File: config.mk
export PLATFORM = sky130hd
export DESIGN_NAME = main_ctrl_fsm
export DESIGN_NICKNAME = d
export VERILOG_FILES = /design/src/rtl/main_ctrl_fsm.sv
export SDC_FILE = /design/constraint.sdc
export NUM_CORES = 1
export LEC_CHECK = 0
export CAP_MARGIN = 40
export CORE_UTILIZATION = 30
export CTS_CLUSTER_SIZE = 24
export DETAILED_ROUTE_END_ITERATION = 7
export GPL_TIMING_DRIVEN = 0
export SYNTH_ARGS = -nofsm -noshare
export SYNTH_HDL_FRONTEND = slang
export SYNTH_SLANG_ARGS = --single-unit
export TNS_END_PERCENT = 30
File: constraint.sdc
create_clock -name clk -period 3.95 [get_ports clk]
set_input_delay 0.79 -clock clk [delete_from_list [all_inputs] [get_ports clk]]
set_output_delay 0.79 -clock clk [all_outputs]
set_load 0.02 [all_outputs]
File: src/rtl/main_ctrl_fsm.sv
// Multicycle RV32I main control FSM: fetch/decode/execute/memory/writeback
// sequencing with a memory-ready stall handshake.
module main_ctrl_fsm #(
    parameter bit RESET_INIT = 1'b1
) (
    input  logic       clk,
    input  logic       rst_n,
    input  logic [6:0] op,
    input  logic       mem_ready,
    output logic       mem_req,
    output logic       mem_write,
    output logic       adr_src,
    output logic       ir_write,
    output logic       pc_update,
    output logic       branch,
    output logic       reg_write,
    output logic [1:0] result_src,
    output logic [1:0] alu_src_a,
    output logic [1:0] alu_src_b,
    output logic [1:0] alu_op,
    output logic       illegal_instr,
    output logic [3:0] state_o
);

    // state    | meaning
    // INIT     | idle cycle after reset release
    // FETCH    | read instruction at PC, PC+4 -> PC
    // DECODE   | read registers, ALUOut = OldPC+imm
    // MEMADR   | compute load/store address
    // MEMREAD  | load data access
    // MEMWB    | write load data to register file
    // MEMWRITE | store data access
    // EXECR    | register-register ALU op
    // EXECI    | register-immediate ALU op
    // ALUWB    | write ALUOut to register file
    // BRANCH   | compare rs1/rs2, conditional PC load
    // JAL      | PC = ALUOut, ALUOut = OldPC+4
    // JALR_ADR | compute rs1+imm
    // JALR_JMP | PC = ALUOut, ALUOut = OldPC+4
    // LUI      | ALUOut = 0+imm
    // AUIPC    | ALUOut = OldPC+imm
    typedef enum logic [3:0] {
        INIT     = 4'd0,  FETCH    = 4'd1,  DECODE   = 4'd2,  MEMADR   = 4'd3,
        MEMREAD  = 4'd4,  MEMWB    = 4'd5,  MEMWRITE = 4'd6,  EXECR    = 4'd7,
        EXECI    = 4'd8,  ALUWB    = 4'd9,  BRANCH   = 4'd10, JAL      = 4'd11,
        JALR_ADR = 4'd12, JALR_JMP = 4'd13, LUI      = 4'd14, AUIPC    = 4'd15
    } state_t;

    typedef struct packed {
        logic       mem_req;
        logic       mem_write;
        logic       adr_src;
        logic       pc_update;
        logic       branch;
        logic       reg_write;
        logic [1:0] result_src;
        logic [1:0] alu_src_a;
        logic [1:0] alu_src_b;
        logic [1:0] alu_op;
    } ctl_t;

    localparam state_t RST_STATE = RESET_INIT ? INIT : FETCH;

    function automatic ctl_t ctl_for(input state_t s);
        ctl_t c;
        c = '0;
        case (s)
            FETCH: begin
                c.mem_req    = 1'b1;
                c.result_src = 2'b10;
                c.alu_src_b  = 2'b10;
            end
            DECODE, AUIPC: begin
                c.alu_src_a = 2'b01;
                c.alu_src_b = 2'b01;
            end
            MEMADR, JALR_ADR: begin
                c.alu_src_a = 2'b10;
                c.alu_src_b = 2'b01;
            end
            MEMREAD: begin
                c.mem_req = 1'b1;
                c.adr_src = 1'b1;
            end
            MEMWB: begin
                c.result_src = 2'b01;
                c.reg_write  = 1'b1;
            end
            MEMWRITE: begin
                c.mem_req   = 1'b1;
                c.mem_write = 1'b1;
                c.adr_src   = 1'b1;
            end
            EXECR: begin
                c.alu_src_a = 2'b10;
                c.alu_op    = 2'b10;
            end
            EXECI: begin
                c.alu_src_a = 2'b10;
                c.alu_src_b = 2'b01;
                c.alu_op    = 2'b10;
            end
            ALUWB: c.reg_write = 1'b1;
            BRANCH: begin
                c.branch    = 1'b1;
                c.alu_src_a = 2'b10;
                c.alu_op    = 2'b01;
            end
            JAL, JALR_JMP: begin
                c.pc_update = 1'b1;
                c.alu_src_a = 2'b01;
                c.alu_src_b = 2'b10;
            end
            LUI: begin
                c.alu_src_a = 2'b11;
                c.alu_src_b = 2'b01;
            end
            default: ;
        endcase
        return c;
    endfunction

    state_t state;
    state_t nxt;
    ctl_t   ctl;
    state_t dec_target;
    logic   op_legal;

    always_comb begin
        dec_target = FETCH;
        op_legal   = 1'b1;
        case (op)
            7'b0000011, 7'b0100011: dec_target = MEMADR;
            7'b0110011:             dec_target = EXECR;
            7'b0010011:             dec_target = EXECI;
            7'b1100011:             dec_target = BRANCH;
            7'b1101111:             dec_target = JAL;
            7'b1100111:             dec_target = JALR_ADR;
            7'b0110111:             dec_target = LUI;
            7'b0010111:             dec_target = AUIPC;
            default:                op_legal   = 1'b0;
        endcase
    end

    always_comb begin
        nxt = state;
        case (state)
            INIT:     nxt = FETCH;
            FETCH:    nxt = mem_ready ? DECODE : FETCH;
            DECODE:   nxt = dec_target;
            MEMADR:   nxt = (op == 7'b0000011) ? MEMREAD : MEMWRITE;
            MEMREAD:  nxt = mem_ready ? MEMWB : MEMREAD;
            MEMWRITE: nxt = mem_ready ? FETCH : MEMWRITE;
            EXECR, EXECI, JAL, JALR_JMP, LUI, AUIPC: nxt = ALUWB;
            JALR_ADR: nxt = JALR_JMP;
            default:  nxt = FETCH;
        endcase
    end

    // Outputs are registered from the next state so they are valid from the
    // first cycle of each state without decode glitches.
    always_ff @(posedge clk or negedge rst_n) begin
        if (!rst_n) begin
            state <= RST_STATE;
            ctl   <= ctl_for(RST_STATE);
        end else begin
            state <= nxt;
            ctl   <= ctl_for(nxt);
        end
    end

    logic fetch_done;
    assign fetch_done = (state == FETCH) && mem_ready;

    assign mem_req       = ctl.mem_req;
    assign mem_write     = ctl.mem_write;
    assign adr_src       = ctl.adr_src;
    assign ir_write      = fetch_done;
    assign pc_update     = ctl.pc_update | fetch_done;
    assign branch        = ctl.branch;
    assign reg_write     = ctl.reg_write;
    assign result_src    = ctl.result_src;
    assign alu_src_a     = ctl.alu_src_a;
    assign alu_src_b     = ctl.alu_src_b;
    assign alu_op        = ctl.alu_op;
    assign illegal_instr = (state == DECODE) && !op_legal;
    assign state_o       = state;

endmodule

Word level (Yosys, flattened, before mapping)

Index checks and enable logic that the tools add are counted.

Register bits after elaboration: 18
Bits of input ports: 10
Output and inout port bits: 20
Logic and storage cells: 80

Equal/unequal tests: 36
Mux-type cells: 17
Bitwise operators: 1
Reduce and logical (&&, ||, !) cells: 15

Operator list:

| cell                 | number |
|---|---|
| $eq A4 B4 Y1 const B | 14 |
| $pmux W4 S8          | 1 |
| $eq A4 B3 Y1 const B | 7 |
| $pmux W4 S7          | 1 |
| $eq A7 B6 Y1 const B | 3 |
| $eq A7 B7 Y1 const B | 3 |
| $eq A4 B2 Y1 const B | 4 |
| $eq A7 B5 Y1 const B | 2 |
| $pmux W2 S2          | 3 |
| $reduce_or A6 Y1     | 2 |
| $reduce_or A2 Y1     | 5 |
| $reduce_or A9 Y1     | 1 |
| $eq A4 B1 Y1 const B | 2 |
| $mux W1              | 8 |
| $eq A7 B2 Y1 const B | 1 |
| $pmux W2 S3          | 1 |
| $reduce_or A3 Y1     | 2 |
| $reduce_or A5 Y1     | 1 |
| $mux W2              | 2 |
| $reduce_or A4 Y1     | 1 |
| $mux W3              | 1 |
| $logic_and A1 B1 Y1  | 2 |
| $logic_not A1 Y1     | 1 |
| $or A1 B1 Y1         | 1 |

Logic depth before layout (Yosys ltp)

Gate-level depths: netlist (run 1).

Depth after elaboration: 7
Gate-level depth with buffers: 7
Depth with buffers taken out: 6

Worst setup path before layout (run 1)

No wires, ideal clock.

Path kind: input port to output port
Start point: input port op[4]
End point: output port illegal_instr
Arrival: 1599 ps
Required time: 3160 ps
Slack: 1561 ps
Stages: 5
Path buffers: 1
Cells stage by stage: buf_2 -> nor2b_1 -> nor2_1 -> o21bai_1 -> a21oi_1

Longest elaborated chain between the ends: 5
Elaborated cells between the ends (all ways): 13
Classes of those cells: 9 x eq/ne; 1 x mux; 3 x reduce/logical

RTL lines:

| what                                 | RTL line | text |
|---|---|---|
| from (decl)                          | 8        | `input logic [6:0] op,` |
| $eq A7 B2 Y1 (tied with other cells) | 132      | `case (op)` |
| $reduce_or A9 Y1 (no line) *         | -        |  |
| $mux W1 *                            | 132      |  |
| $logic_not A1 Y1 *                   | 186      | `assign illegal_instr = (state == DECODE) && !op_legal;` |
| $logic_and A1 B1 Y1 *                | 186      |  |
| to (decl)                            | 21       | `output logic illegal_instr,` |

Every way passes the cells marked *; elsewhere a longest branch is shown, timed or not.

Worst setup path in the final report (run 1)

Same ends and word-level chain as after synthesis.

==> impl_metrics.env, run 1 <==
export IMPL_status="complete, no violations"
export IMPL_finalInstanceArea_um2=1650
export IMPL_synth_avg_cell_area_um2=10.7
export IMPL_antenna_found_initial=0
export IMPL_area_growth_pct=31.8
export IMPL_drc_errors=0
export IMPL_drive_gt1_share_pct=25.5
export IMPL_p_total_mw=1.16
export IMPL_dp_cells=195
export IMPL_ctsLongestPathBuffers=2
export IMPL_endpoint_kind="output port"
export IMPL_diodes=0
export IMPL_layout_common_cells="clkdlybuf4s50_1 (28), dfrtp_1 (18), buf_4 (9)"
export IMPL_p_leak_nw=0.692
export IMPL_ios=30
export IMPL_arrival_ns=2.60
export IMPL_clkLatencyLatePin_ns=0.25
export IMPL_postPlaceCellArea_um2=1600
export IMPL_synth_edf_count=0
export IMPL_cts_resized=0
export IMPL_max_cap_violations=0
export IMPL_dieHeight_um=66.6
export IMPL_grt_pass1_vias=920
export IMPL_netlist_area_um2=1250
export IMPL_ys_seq_elements=18
export IMPL_start_util_pct=31.3
export IMPL_fin_ws_ns=0.563
export IMPL_post_cts_buffers=0
export IMPL_setup_viol=0
export IMPL_synth_distinct_cells=58
export IMPL_dieArea_um2=4440
export IMPL_final_antenna_net_count=0
export IMPL_wire_per_inst_um=13.2
export IMPL_power_density_nw_per_um2=705
export IMPL_synth_ff_type="dfrtp_1"
export IMPL_synth_nets=127
export IMPL_min_period_ns=3.39
export IMPL_critical_path_class="in2out"
export IMPL_drv_slew=0
export IMPL_htree_levels=1
export IMPL_timing_fmax_mhz=295
export IMPL_viasPerCell=5.06
export IMPL_coreArea_um2=4000
export IMPL_fillCellCount=382
export IMPL_regArea_um2=450
export IMPL_crit_path_max_fanout=10
export IMPL_ctsHoldBuffers=0
export IMPL_rsz0062_at_grt="false"
export IMPL_fin_util_pct=41.3
export IMPL_ir_drop_v=0.000185
export IMPL_track_usage_pct=12.4
export IMPL_layout_commonest_cell="clkdlybuf4s50_1"
export IMPL_gp_congestion=0.871
export IMPL_ys_seq_area_share_pct=36.0
export IMPL_grt_max_degree=19
export IMPL_place_ws_ns=0.559
export IMPL_fin_tns_setup_ns=0
export IMPL_cts_sinks=18
export IMPL_layoutNonFillerInstCount=199
export IMPL_multiInputGateArea_um2=659
export IMPL_routed_wl_um=2630
export IMPL_drtIter0Drc=36
export IMPL_rows=23
export IMPL_cts_buffers=3
export IMPL_cts_tree="built"
export IMPL_dp_hpwl_um=2000
export IMPL_whs_ns=0.620
export IMPL_clockRootBuffer="clkbuf_8"
export IMPL_slew_headroom_pct=46.8
export IMPL_finalCritPeriodShare_pct=85.8
export IMPL_io_buffers=28
export IMPL_skew_ns=0.00128
export IMPL_synth_cells=117
export IMPL_hold_viol_final=0
export IMPL_async_flop_share_pct=100
export IMPL_hold_path_class="reg2reg"
export IMPL_vias=1006
export IMPL_startpoint_type="input pin"
export IMPL_fin_nets=160
export IMPL_ys_warn_count=0
export IMPL_drt_pass1_iterations=4
export IMPL_die_x_um=66.6
export IMPL_grt_pass1_wl_um=4180
export IMPL_cp_required_ns=3.16
export IMPL_grt_overflow_total=0
export IMPL_worst_pin_slew_ns=0.795
export IMPL_path_clk_slew_ns=0.07
[per-layer routing]
| layer | vias up | share of wire [%] | global-route usage, % |
|---|---|---|---|
| met4 | 0 | 0.53 | 4.79 |
| met3 | 2 | 4.4 | 1.54 |
| met5 | - | 0 | 0 |
| li1 | 490 | - | - |
| met2 | 30 | 47 | 20.2 |
| met1 | 484 | 48 | 16.4 |
[power breakdown]
group | total [mW] | internal (mW) | switching [mW]
Clock | 0.150 | 0.0885 | 0.0615
Sequential | 0.273 | 0.248 | 0.0246
Combinational | 0.741 | 0.356 | 0.385
Total | 1.16 | 0.693 | 0.471
[kinds of logic (layout without fill, tap and decap cells)]
group	Yosys count	after routing	share of synthesized area [%]
and+or+nand+nor	46	46	29.7
buffers and inverters	19	51	11.4
DFF	18	18	36.0
xor gates and xnor gates	2	2	1.40
AOI/OAI and AO/OA	32	32	21.6
[critical path: stages]
cell             delay [ns]
clkdlybuf4s50_1        0.49
buf_2                  0.19
nand2b_1               0.13
a21oi_1                0.07
nor2_1                 0.10
o21bai_1               0.07
a21oi_1                0.14
clkdlybuf4s50_1        0.62
[cells in the mapped netlist, types with 3 or more instances]
cell type | n | area [um2]
nand2_1 | 3 | 11.3
nor2_1 | 4 | 15.0
o211ai_1 | 3 | 22.5
buf_6 | 4 | 45.0
buf_4 | 9 | 67.6
dfrtp_1 | 18 | 450
o21ai_1 | 3 | 15.0
a21oi_1 | 4 | 20.0
inv_1 | 3 | 11.3
nand2b_1 | 4 | 25.0
nand3b_1 | 3 | 22.5
nor2b_1 | 5 | 31.3
[path summary, 6_finish.rpt]
path,cells after the start,from,slack [ns],end
setup / recovery,8,op[4],0.56,illegal_instr
hold / removal,2,state_o[3]$_DFF_PN0_,0.62,result_src[0]$_DFF_PN0_
hold reg to reg,2,state_o[3]$_DFF_PN0_,0.62,result_src[0]$_DFF_PN0_
max in group asynchronous,1,rst_n,2.46,mem_write$_DFF_PN0_
setup reg to reg,6,state_o[2]$_DFF_PN0_,1.99,alu_op[1]$_DFF_PN0_
min in group asynchronous,1,rst_n,1.00,branch$_DFF_PN0_
[cell type report]
class | count | area share [%]
multi-input combinational | 80 | 40.0
sequential | 18 | 27.3
timing repair buffer | 28 | 17.0
buffer | 15 | 7.43
tap | 50 | 3.79
clock buffer | 4 | 3.34
inverter | 4 | 1.21
[state kept, by name, summed over array words and instances (netlist names), 2 cells and up]
register and flops:
alu_src_b 2, state_o 4, result_src 2, alu_src_a 2, alu_op 2
No activity file was read; power rests on OpenSTA's default activity.
==> run 2: changes to the inputs <==
--- a/config.mk
+++ b/config.mk
@@ -10,6 +10,7 @@
 export CTS_CLUSTER_SIZE = 24
 export DETAILED_ROUTE_END_ITERATION = 7
 export GPL_TIMING_DRIVEN = 0
+export MAX_ROUTING_LAYER = met4
 export SYNTH_ARGS = -nofsm -noshare
 export SYNTH_HDL_FRONTEND = slang
 export SYNTH_SLANG_ARGS = --single-unit
==> run 2 against run 1 <==
- sequential power barely moved
- critical path depth unchanged
- clock power barely moved
- clock-buffer cell count unchanged
- largest power group unchanged
- highest routed layer unchanged
==> impl_metrics.env, run 2 (synthesis results as in run 1) <==
export IMPL_use_met1_pct=16.4
export IMPL_p_total_mw=1.16
export IMPL_clockRootBuffer="clkbuf_8"
export IMPL_crit_path_max_fanout=10
export IMPL_dieArea_um2=4440
export IMPL_cts_sinks=18
export IMPL_setup_viol=0
export IMPL_drive_gt1_share_pct=25.5
export IMPL_endpoint_kind="output port"
export IMPL_path_clk_slew_ns=0.07
export IMPL_grt_overflow_total=0
export IMPL_cts_buffers=3
export IMPL_cp_required_ns=3.16
export IMPL_htree_levels=1
export IMPL_drt_pass1_iterations=4
export IMPL_p_leak_nw=0.692
export IMPL_met2_usage_pct=20.2
export IMPL_track_usage_pct=12.7
export IMPL_rsz0062_at_grt="false"
export IMPL_arrival_ns=2.60
export IMPL_endpoint="illegal_instr"
export IMPL_crit_path_cell_trace="clkdlybuf4s50_1 > buf_2 > nand2b_1 > a21oi_1 > nor2_1 > o21bai_1 > a21oi_1 > clkdlybuf4s50_1"
export IMPL_status="complete, no violations"
export IMPL_timing_fmax_mhz=295
export IMPL_cts_resized=0
export IMPL_coreArea_um2=4000
export IMPL_diodes=0
export IMPL_fin_tns_setup_ns=0
export IMPL_startpoint_type="input pin"
export IMPL_wire_per_inst_um=13.2
export IMPL_final_antenna_net_count=0
export IMPL_antenna_found_initial=0
export IMPL_critical_path_class="in2out"
export IMPL_hold_viol_final=0
export IMPL_grt_max_degree=19
export IMPL_grt_pass1_wl_um=4190
export IMPL_ir_drop_v=0.000185
export IMPL_gr_usage_met3_pct=1.54
export IMPL_largest_reg_flops=4
export IMPL_power_density_nw_per_um2=705
export IMPL_worst_pin_slew_ns=0.800
export IMPL_clkLatencyLatePin_ns=0.25
export IMPL_grt_pass1_vias=917
export IMPL_crit_start="op[4]"
export IMPL_drtIter0Drc=37
export IMPL_vias=1006
export IMPL_routed_wl_um=2630
export IMPL_area_growth_pct=31.8
export IMPL_skew_ns=0.00104
export IMPL_ios=30
export IMPL_grt_busiest_layer="met2"
export IMPL_drv_slew=0
export IMPL_hold_path_class="reg2reg"
export IMPL_r2r_end="alu_op[1]$_DFF_PN0_"
export IMPL_die_x_um=66.6
export IMPL_drc_errors=0
export IMPL_dp_hpwl_um=2000
export IMPL_viasPerCell=5.06
export IMPL_hold_start="state_o[3]$_DFF_PN0_"
export IMPL_r2r_cells=6
export IMPL_layout_common_cells="clkdlybuf4s50_1 (28), dfrtp_1 (18), buf_4 (9)"
export IMPL_post_cts_buffers=0
export IMPL_cts_tree="built"
export IMPL_slowest_delay_ns=0.62
export IMPL_layout_commonest_cell="clkdlybuf4s50_1"
export IMPL_gp_congestion=0.885
export IMPL_finalCritPeriodShare_pct=85.8
export IMPL_min_period_ns=3.39
export IMPL_layoutNonFillerInstCount=199
export IMPL_dieHeight_um=66.6
export IMPL_ctsHoldBuffers=0
export IMPL_r2r_slack_ns=1.99
export IMPL_r2r_start="state_o[2]$_DFF_PN0_"
export IMPL_slew_headroom_pct=46.5
export IMPL_rows=23
export IMPL_fin_nets=160
export IMPL_ctsLongestPathBuffers=2
export IMPL_cp_slowest_cell="clkdlybuf4s50_1"
export IMPL_max_cap_violations=0
export IMPL_fin_util_pct=41.3
export IMPL_io_buffers=28
export IMPL_start_util_pct=31.3
export IMPL_dp_cells=195
-- run 2: cell counts in the layout (fill, tap and decap cells not counted) --
Identical to the previous run, type by type.
-- run 2: layout make-up --
type / instances / area, um2
inverter: 4 / 20.0
tap: 50 / 62.6
timing repair buffer: 28 / 280
sequential: 18 / 450
buffer: 15 / 123
multi-input combinational: 80 / 659
fill: 382 / 2350
clock buffer: 4 / 55.1
-- run 2: through the flow --
step           hold WS [ns]  instance area [um2]  worst slack, ns
6_report              0.620                 1650            0.563
5_1_grt               0.636                 1650            0.403
4_1_cts               0.618                 1650            0.542
3_5_place_dp          0.604                 1600            0.559
3_3_place_gp          0.601                 1600            0.597
2_1_floorplan         0.494                 1250             1.56
-- run 2: worst min path at each step --
stage / end / slack [ns] / cells after the start
floorplan: adr_src$_DFF_PN0_ / 0.49 / 0
global placement: result_src[0]$_DFF_PN0_ / 0.60 / 2
detailed placement: result_src[0]$_DFF_PN0_ / 0.60 / 2
CTS: result_src[0]$_DFF_PN0_ / 0.62 / 2
global route: result_src[0]$_DFF_PN0_ / 0.64 / 2
finish: result_src[0]$_DFF_PN0_ / 0.62 / 2
-- run 2: metal layers --
layer	routed length, um	vias to the layer above	share of wire (%)
met2	1220	30	46
met1	1270	482	48
met5	0	-	0
met4	31	0	1.2
li1	-	490	-
met3	115	4	4.4
-- run 2: worst max-delay path, delay by kind of cell --
family,cells,cell delay [ns]
AOI/OAI and AO/OA,3,0.28
and+or+nand+nor,2,0.23
buffers and inverters,3,1.30
-- run 2: where the power goes --
part | internal, mW | leakage (nW) | switching, mW
Sequential | 0.248 | 0.237 | 0.0246
Combinational | 0.356 | 0.427 | 0.384
Clock | 0.0885 | 0.0288 | 0.0613
==> run 3: changes to the inputs <==
--- a/config.mk
+++ b/config.mk
@@ -9,6 +9,7 @@
 export CORE_UTILIZATION = 30
 export CTS_CLUSTER_SIZE = 24
 export DETAILED_ROUTE_END_ITERATION = 7
+export GPL_ROUTABILITY_DRIVEN = 0
 export GPL_TIMING_DRIVEN = 0
 export MAX_ROUTING_LAYER = met4
 export SYNTH_ARGS = -nofsm -noshare
==> results of run 3 <==
No change in the layout: final DEF, timing and power equal those of run 2.
